[src/rtl/ram_arbiter.sv]
// Two-requester arbiter sharing one single-port RAM through an IDLE/ACCESS/DONE sequence.
// Define ARB_ROUND_ROBIN_EN for round-robin tie-breaking; otherwise requester 0 always wins ties.
module ram_arbiter #(
   parameter int ADDR_W = 3,
   parameter int DATA_W = 16
) (
   input  logic              clk,
   input  logic              rst_n,
   input  logic              req0,
   input  logic              req1,
   input  logic              we0,
   input  logic              we1,
   input  logic [ADDR_W-1:0] addr0,
   input  logic [ADDR_W-1:0] addr1,
   input  logic [DATA_W-1:0] wd0,
   input  logic [DATA_W-1:0] wd1,
   output logic              gnt0,
   output logic              gnt1,
   output logic              ack0,
   output logic              ack1,
   output logic [DATA_W-1:0] rd0,
   output logic [DATA_W-1:0] rd1,
   output logic              ram_r,
   output logic              ram_w,
   output logic [ADDR_W-1:0] ram_addr,
   output logic [DATA_W-1:0] ram_d,
   input  logic [DATA_W-1:0] ram_o,
   output logic              busy
);

   typedef enum logic [1:0] {IDLE, ACCESS, DONE} state_t;

   state_t              state_q;
   logic                owner_q;
   logic                gnt0_q, gnt1_q, ack0_q, ack1_q;
   logic                ram_r_q, ram_w_q, busy_q;
   logic [ADDR_W-1:0]   ram_addr_q;
   logic [DATA_W-1:0]   ram_d_q, rd0_q, rd1_q;

   logic                win_d;
   logic                we_d;
   logic [ADDR_W-1:0]   addr_d;
   logic [DATA_W-1:0]   wd_d;

`ifdef ARB_ROUND_ROBIN_EN
   // last_q names the requester granted most recently; the other one wins a tie.
   logic                last_q;

   always_comb begin
      win_d = 1'b0;
      if (req0 && req1) begin
         win_d = ~last_q;
      end else if (req1) begin
         win_d = 1'b1;
      end
   end
`else
   always_comb begin
      win_d = 1'b0;
      if (!req0 && req1) begin
         win_d = 1'b1;
      end
   end
`endif

   always_comb begin
      we_d   = win_d ? we1   : we0;
      addr_d = win_d ? addr1 : addr0;
      wd_d   = win_d ? wd1   : wd0;
   end

   // The RAM address/data registers double as the latched request, so they hold between accesses.
   always_ff @(posedge clk or negedge rst_n) begin
      if (!rst_n) begin
         state_q    <= IDLE;
         owner_q    <= 1'b0;
         gnt0_q     <= 1'b0;
         gnt1_q     <= 1'b0;
         ack0_q     <= 1'b0;
         ack1_q     <= 1'b0;
         ram_r_q    <= 1'b0;
         ram_w_q    <= 1'b0;
         busy_q     <= 1'b0;
         ram_addr_q <= '0;
         ram_d_q    <= '0;
         rd0_q      <= '0;
         rd1_q      <= '0;
`ifdef ARB_ROUND_ROBIN_EN
         last_q     <= 1'b1;
`endif
      end else begin
         case (state_q)
            IDLE: begin
               if (req0 || req1) begin
                  state_q    <= ACCESS;
                  owner_q    <= win_d;
                  gnt0_q     <= ~win_d;
                  gnt1_q     <= win_d;
                  ram_w_q    <= we_d;
                  ram_r_q    <= ~we_d;
                  ram_addr_q <= addr_d;
                  ram_d_q    <= wd_d;
                  busy_q     <= 1'b1;
`ifdef ARB_ROUND_ROBIN_EN
                  last_q     <= win_d;
`endif
               end
            end
            ACCESS: begin
               state_q <= DONE;
               ram_r_q <= 1'b0;
               ram_w_q <= 1'b0;
               ack0_q  <= ~owner_q;
               ack1_q  <= owner_q;
               if (ram_r_q) begin
                  if (owner_q) begin
                     rd1_q <= ram_o;
                  end else begin
                     rd0_q <= ram_o;
                  end
               end
            end
            DONE: begin
               state_q <= IDLE;
               ack0_q  <= 1'b0;
               ack1_q  <= 1'b0;
               gnt0_q  <= 1'b0;
               gnt1_q  <= 1'b0;
               busy_q  <= 1'b0;
            end
            default: begin
               state_q <= IDLE;
            end
         endcase
      end
   end

   assign gnt0     = gnt0_q;
   assign gnt1     = gnt1_q;
   assign ack0     = ack0_q;
   assign ack1     = ack1_q;
   assign rd0      = rd0_q;
   assign rd1      = rd1_q;
   assign ram_r    = ram_r_q;
   assign ram_w    = ram_w_q;
   assign ram_addr = ram_addr_q;
   assign ram_d    = ram_d_q;
   assign busy     = busy_q;

endmodule

[config.mk]
export PLATFORM = sky130hd
export DESIGN_NAME = ram_arbiter
export DESIGN_NICKNAME = d
export VERILOG_FILES = /design/src/rtl/ram_arbiter.sv
export SDC_FILE = /design/constraint.sdc
export NUM_CORES = 1
export LEC_CHECK = 0
export ABC_AREA = 1
export ABC_CLOCK_PERIOD_IN_PS = 2050
export CORE_ASPECT_RATIO = 2
export CORE_MARGIN = 10
export CORE_UTILIZATION = 46
export CTS_CLUSTER_SIZE = 20
export DETAILED_ROUTE_END_ITERATION = 8
export PLACE_DENSITY = 0.85
export SLEW_MARGIN = 25
export SYNTH_ARGS = -nofsm -noshare
export SYNTH_HDL_FRONTEND = slang
export SYNTH_SLANG_ARGS = --single-unit
[constraint.sdc]
create_clock -name clk -period 2.05 [get_ports clk]
set_input_delay 0.41 -clock clk [delete_from_list [all_inputs] [get_ports clk]]
set_output_delay 0.41 -clock clk [all_outputs]
set_load 0.03 [all_outputs]
; ---- Yosys cells after proc, flatten, opt, wreduce, memory -nomap -nowiden
; Cells that the tools add are included.
; W data, S select, Z words.
[op_classes]
eq_ne = 3
mux = 18
bitwise_logic = 3
reduce_logical = 12
[op_table]
columns = op, n
row1 = $mux W16, 1
row2 = $pmux W1 S2, 7
row3 = $mux W1, 7
row4 = $reduce_and A2 Y1, 3
row5 = $reduce_and A3 Y1, 2
row6 = $reduce_bool A2 Y1, 3
row7 = $pmux W2 S2, 1
row8 = $mux W3, 1
row9 = $not A1 Y1, 3
row10 = $eq A2 B1 Y1 const B, 1
row11 = $eq A2 B2 Y1 const B, 1
row12 = $logic_not A2 Y1, 1
row13 = $mux W2, 1
row14 = $ne A2 B2 Y1 const B, 1
row15 = $logic_and A1 B1 Y1, 1
row16 = $logic_not A1 Y1, 1
row17 = $logic_or A1 B1 Y1, 1
[totals]
reg_bits = 61
output_inout_bits = 58
wordCells = 49

; ---- Depth between registers and ports, before layout
[depth]
word_depth = 7
ltp_mapped = 7
ltp_nobuf = 7

; ---- Least setup slack after synthesis
; No wires, ideal clock.
[synth_path]
path_kind = register -> register
start = register state_q[1]
end = register rd1_q[10] (netlist: rd1[10])
arrival_time_ps = 1176
t_required_ps = 1920
path_slack_ps = 744
stages_incl_launch_ff = 7
path_buffers = 1
synth_period_minus_slack_ps = 1306
cell_sequence = dfrtp_1 inv_1 ha_1 nand3_1 clkbuf_1 nand2_1 o21ai_0
[synth_via]
elab_chain_len = 2
[synth_rtl]
columns = element, line_no
row1 = from (decl), 33  ; state_t state_q;
row2 = from (signal assigned), 75  ; state_q <= IDLE;
row3 = from (signal assigned), 95  ; state_q <= ACCESS;
row4 = from (signal assigned), 110  ; state_q <= DONE;
row5 = $eq A2 B1 Y1, 92  ; case (state_q)
row6 = $reduce_and A3 Y1 (no line), -
row7 = to (signal assigned), 117  ; rd1_q <= ram_o;
row8 = to (decl), 38  ; logic [DATA_W-1:0] ram_d_q, rd0_q, rd1_q;
; No other way between the ends.
; A chain may end at the register's enable or synchronous reset.

; ---- Final worst setup path
[layout_path]
start = register ram_r_q (netlist: ram_r)
end = output port ram_r
[layout_lines]
columns = element, line_no
row1 = from (decl), 36  ; logic ram_r_q, ram_w_q, busy_q;
row2 = from (signal assigned), 100  ; ram_r_q <= ~we_d;
row3 = to (decl), 23  ; output logic ram_r,
; No word-level cell between the ends.

==> flow_results.org <==
** Status
- Status :: finished, final reports clean

** Clock tree
- CTS hold repair buffers :: 0
- The H-tree generated during clock tree synthesis spans 3 levels.
- Post-CTS repair changed the size of 0 cells.
- Insertion delay of the later-clocked pin in the worst-skew pair :: 330 ps
- Clock tree root driver cell :: sky130_fd_sc_hd__clkbuf_16
- Sink count of the clock tree :: 61
- Clock transition time at the flip-flop clock pins of the worst setup and hold paths :: 50 ps
- Buffers inserted by post-CTS timing repair :: 0
- Clock tree synthesis inserted a total of 9 buffers.
- CTS tree :: built
- Buffer depth of the longest clock path :: 2

** Worst setup path
- In this run the critical register-to-register path is captured at ram_d[1].
- Worst reg2reg setup slack :: 450 ps
- Length in cells of the worst reg-to-reg path :: 7
- Counting both buffers and inverters, the worst setup path holds a total of 1.
- The startpoint identified for the worst register-to-register timing path is state_q[0].
- For this run, the slowest stage of the critical path takes just over 700 ps.
- Worst path top cell family by delay :: buffers and inverters
- Traced cell by cell, the critical path runs through clkdlybuf4s50_1.
- The critical path is of the reg2out type.
- In this run the worst path has a maximum fanout of 4.
- STA classifies the critical path endpoint as an output port.
- Worst EP arrival :: approximately 1400 ps
- Worst EP required :: 1640 ps
- Slowest stage cell, crit path :: sky130_fd_sc_hd__clkdlybuf4s50_1
- STA classifies the critical path startpoint as a register.

** Routing
- Initial drt markers :: ~210
- In the routed layout, each cell is associated on average with a via count of 4.84.
- Summed over all layers, the routed wires come to 8370 um.
- Once detail routing completed, the nets flagged for antenna violations numbered 0.
- For this block, the via count after detailed routing is 2600.
- Final routed wire length divided by cell count :: 15.6 um
- First-pass detailed-route iteration total :: 4
- For this run, design rule violations remaining after detail routing come to 0.

** Timing
- Fmax :: about 540 MHz
- The count of pins over their slew limit is 0.
- Relative slew margins :: 0.666
- Setup TNS Final :: 0 ps
- The total count of hold-check failures in the final report is 0.
- The tightest hold path in the finished design has a slack of 42.5 ps.
- For the pin with the worst max-slew slack, the measured transition is 501 ps.
- Part of the cycle the worst path needs :: 0.900
- Worst setup margin :: 205 ps
- Unrepaired setup endpoints after global routing :: false
- After layout, the minimum clock period comes to about 1800 ps.
- Post-route clock skew :: around 5.2 ps
- Setup violations remaining at the end of the flow were counted as 0.

** Logic synthesis
- A synthesized cell averages roughly 8.0 um^2.
- Area contributors post-synth :: sky130_fd_sc_hd__dfrtp_1 (55%), sky130_fd_sc_hd__nand2_1 (17%), sky130_fd_sc_hd__inv_1 (8.7%), sky130_fd_sc_hd__o21ai_0 (6.7%), sky130_fd_sc_hd__nand3_1 (5.8%)
- Of the total synthesized cell area, the portion taken by AND, OR, NAND and NOR gates is 0.237.
- Net count after synthesis :: 412
- Cell count after synthesis :: 347
- Share of the synthesized area in compound gates (AO/OA/AOI/OAI) :: 0.0700
- Flip-flop and latch count after synthesis :: 61
- In this run, synthesis inferred 0 flip-flops with an integrated enable.
- After synthesis the cells add up to around 2800 um^2.
- Leading post-synthesis cells by instance count :: sky130_fd_sc_hd__nand2_1 (127), sky130_fd_sc_hd__inv_1 (64), sky130_fd_sc_hd__dfrtp_1 (61), sky130_fd_sc_hd__o21ai_0 (37), sky130_fd_sc_hd__nand3_1 (32)
- Of the total synthesized cell area, the portion taken by full adders, half adders and majority gates is 0.0226.
- sky130_fd_sc_hd__dfrtp_1 takes more of the synthesized area than any other cell.
- Number of distinct library cells after synthesis :: 14
- Share of synthesized area spent on multiplexers :: 0
- Synth Warn # :: 0
- Share of Yosys cell area claimed by the top area cell type :: 0.551
- Predominant post-synthesis flop cell :: sky130_fd_sc_hd__dfrtp_1
- Xor-xnor portion of the synthesized cell area :: 0
- For this run, the register share of the synthesized area comes to 0.551.
- Combinational family with the most area after synthesis :: simple AND/OR/NAND/NOR gates
- For this run, asynchronously set or reset flops after synthesis account for 1.00.
- Library cell with the highest instance count after synthesis :: sky130_fd_sc_hd__nand2_1

** Global routing
- Largest net degree at the start of global routing :: 42
- Remaining global-route overflow :: 0
- The first global-routing pass estimated 13200 um of wire.
- GRT Total Usage :: 0.178
- Initial antenna violation count :: 0
- The via count of the first global-routing pass came to approximately 2700.

** Floorplan
- After floorplanning, the core was divided into 40 placement rows.
- The die covers 9710 um^2.
- Num ports :: 118
- Die outline height :: 130 um
- For this configuration, the core starts out at a cell density of 0.465.
- The core region is approximately 6000 um^2.
- The die is 74.9 um wide.

** Placement
- Input and output buffers added on the ports amount to 117.
- Prior to clock tree synthesis, the placed netlist has a worst setup slack of 228 ps.
- The congestion estimate from routability-driven global placement came to 0.835.
- Once placement completed, the tool counted placed cells totaling around 520.
- The HPWL after detailed placement is 6250 um.

** Finish
- Final cell count without fillers :: 537
- Layout cell share with drive strength beyond 1 :: 0.0591
- From synthesis to final layout, the design area changed by 56.3%.
- Post-layout net count :: 534
- Inserted Diodes :: 0

** Pwr
- Pwr Density :: 1730 nW/um^2
- Worst VDD drop :: roughly 950 uV
- In this run the static leakage power is roughly 0.0023 uW.

** Min path
- The tightest min-delay check is of the in2async type.

** Flow run
- Maximum Capacitance Violations :: 0
## layer usage
layer  up-vias  wire length, um  global-route usage
li1       1291                -                   -
met1      1187             3140               0.191
met2       105             4150               0.293
met3        17              831              0.0730
met4         0              243              0.0807
met5         -                0                   0
## cell usage in the layout, fill, tap and decap left out
cell type / instances
sky130_fd_sc_hd__clkbuf_16: 9
sky130_fd_sc_hd__nor2_1: 2
sky130_fd_sc_hd__clkbuf_8: 2
sky130_fd_sc_hd__inv_2: 2
sky130_fd_sc_hd__clkdlybuf4s50_1: 116
sky130_fd_sc_hd__nor3_1: 1
sky130_fd_sc_hd__clkbuf_1: 1
sky130_fd_sc_hd__inv_1: 64
sky130_fd_sc_hd__o21ai_0: 37
sky130_fd_sc_hd__buf_4: 7
sky130_fd_sc_hd__nand2_2: 1
sky130_fd_sc_hd__ha_1: 5
sky130_fd_sc_hd__clkinv_2: 2
sky130_fd_sc_hd__nand2_1: 127
sky130_fd_sc_hd__bufinv_16: 2
sky130_fd_sc_hd__o21ai_2: 1
sky130_fd_sc_hd__nand3_1: 32
sky130_fd_sc_hd__buf_2: 1
sky130_fd_sc_hd__buf_12: 1
sky130_fd_sc_hd__dfrtp_1: 61
## stage by stage
step	instance area, um^2	utilization	power, uW
after floorplan	2770	-	4200
after global placement	4000	0.672	5770
after detailed placement	4000	0.672	5870
after CTS	4330	0.727	7550
after global routing	4330	0.727	7920
final	4330	0.727	7470
## registers in the layout, indices dropped and copies added, names as in the netlist
name	cells
ram_addr	3
state_q	2
ack1	1
gnt1	1
ram_d	16
ack0	1
owner_q	1
gnt0	1
rd0	16
ram_w	1
rd1	16
busy	1
ram_r	1
## how the worst max path moves through the flow
stage | start | endpoint | cells past startpoint
floorplan | state_q[1] | rd1[10] | 6
global placement | req1 | ram_d[4] | 6
detailed placement | req0 | ram_d[1] | 7
CTS | ram_r | ram_r | 1
global route | ram_r | ram_r | 1
finish | ram_r | ram_r | 1
## kinds of logic (layout without fill, tap and decap cells)
group                    count (synthesis)  after routing
flip-flops                              61             61
adder cells (fa/ha/maj)                  5              5
AO/OA/AOI/OAI                           38             38
buffers and inverters                   80            207
AND/OR/NAND/NOR                        163            163
## power breakdown
part	switching, uW	leakage, uW	internal (uW)	total [uW]
clock network	518	0.000163	1120	1640
registers	327	0.000730	1810	2140
logic	2220	0.00137	1480	3690
## layout make-up
class / count / area [um^2]
fill: 448 / 1630
sequential: 61 / 1530
timing repair buffer: 125 / 1240
multi-input combinational: 206 / 912
clock buffer: 12 / 256
inverter: 66 / 248
tap: 63 / 78.8
clock inverter: 4 / 70.1
(Power assumes the default switching activity.)
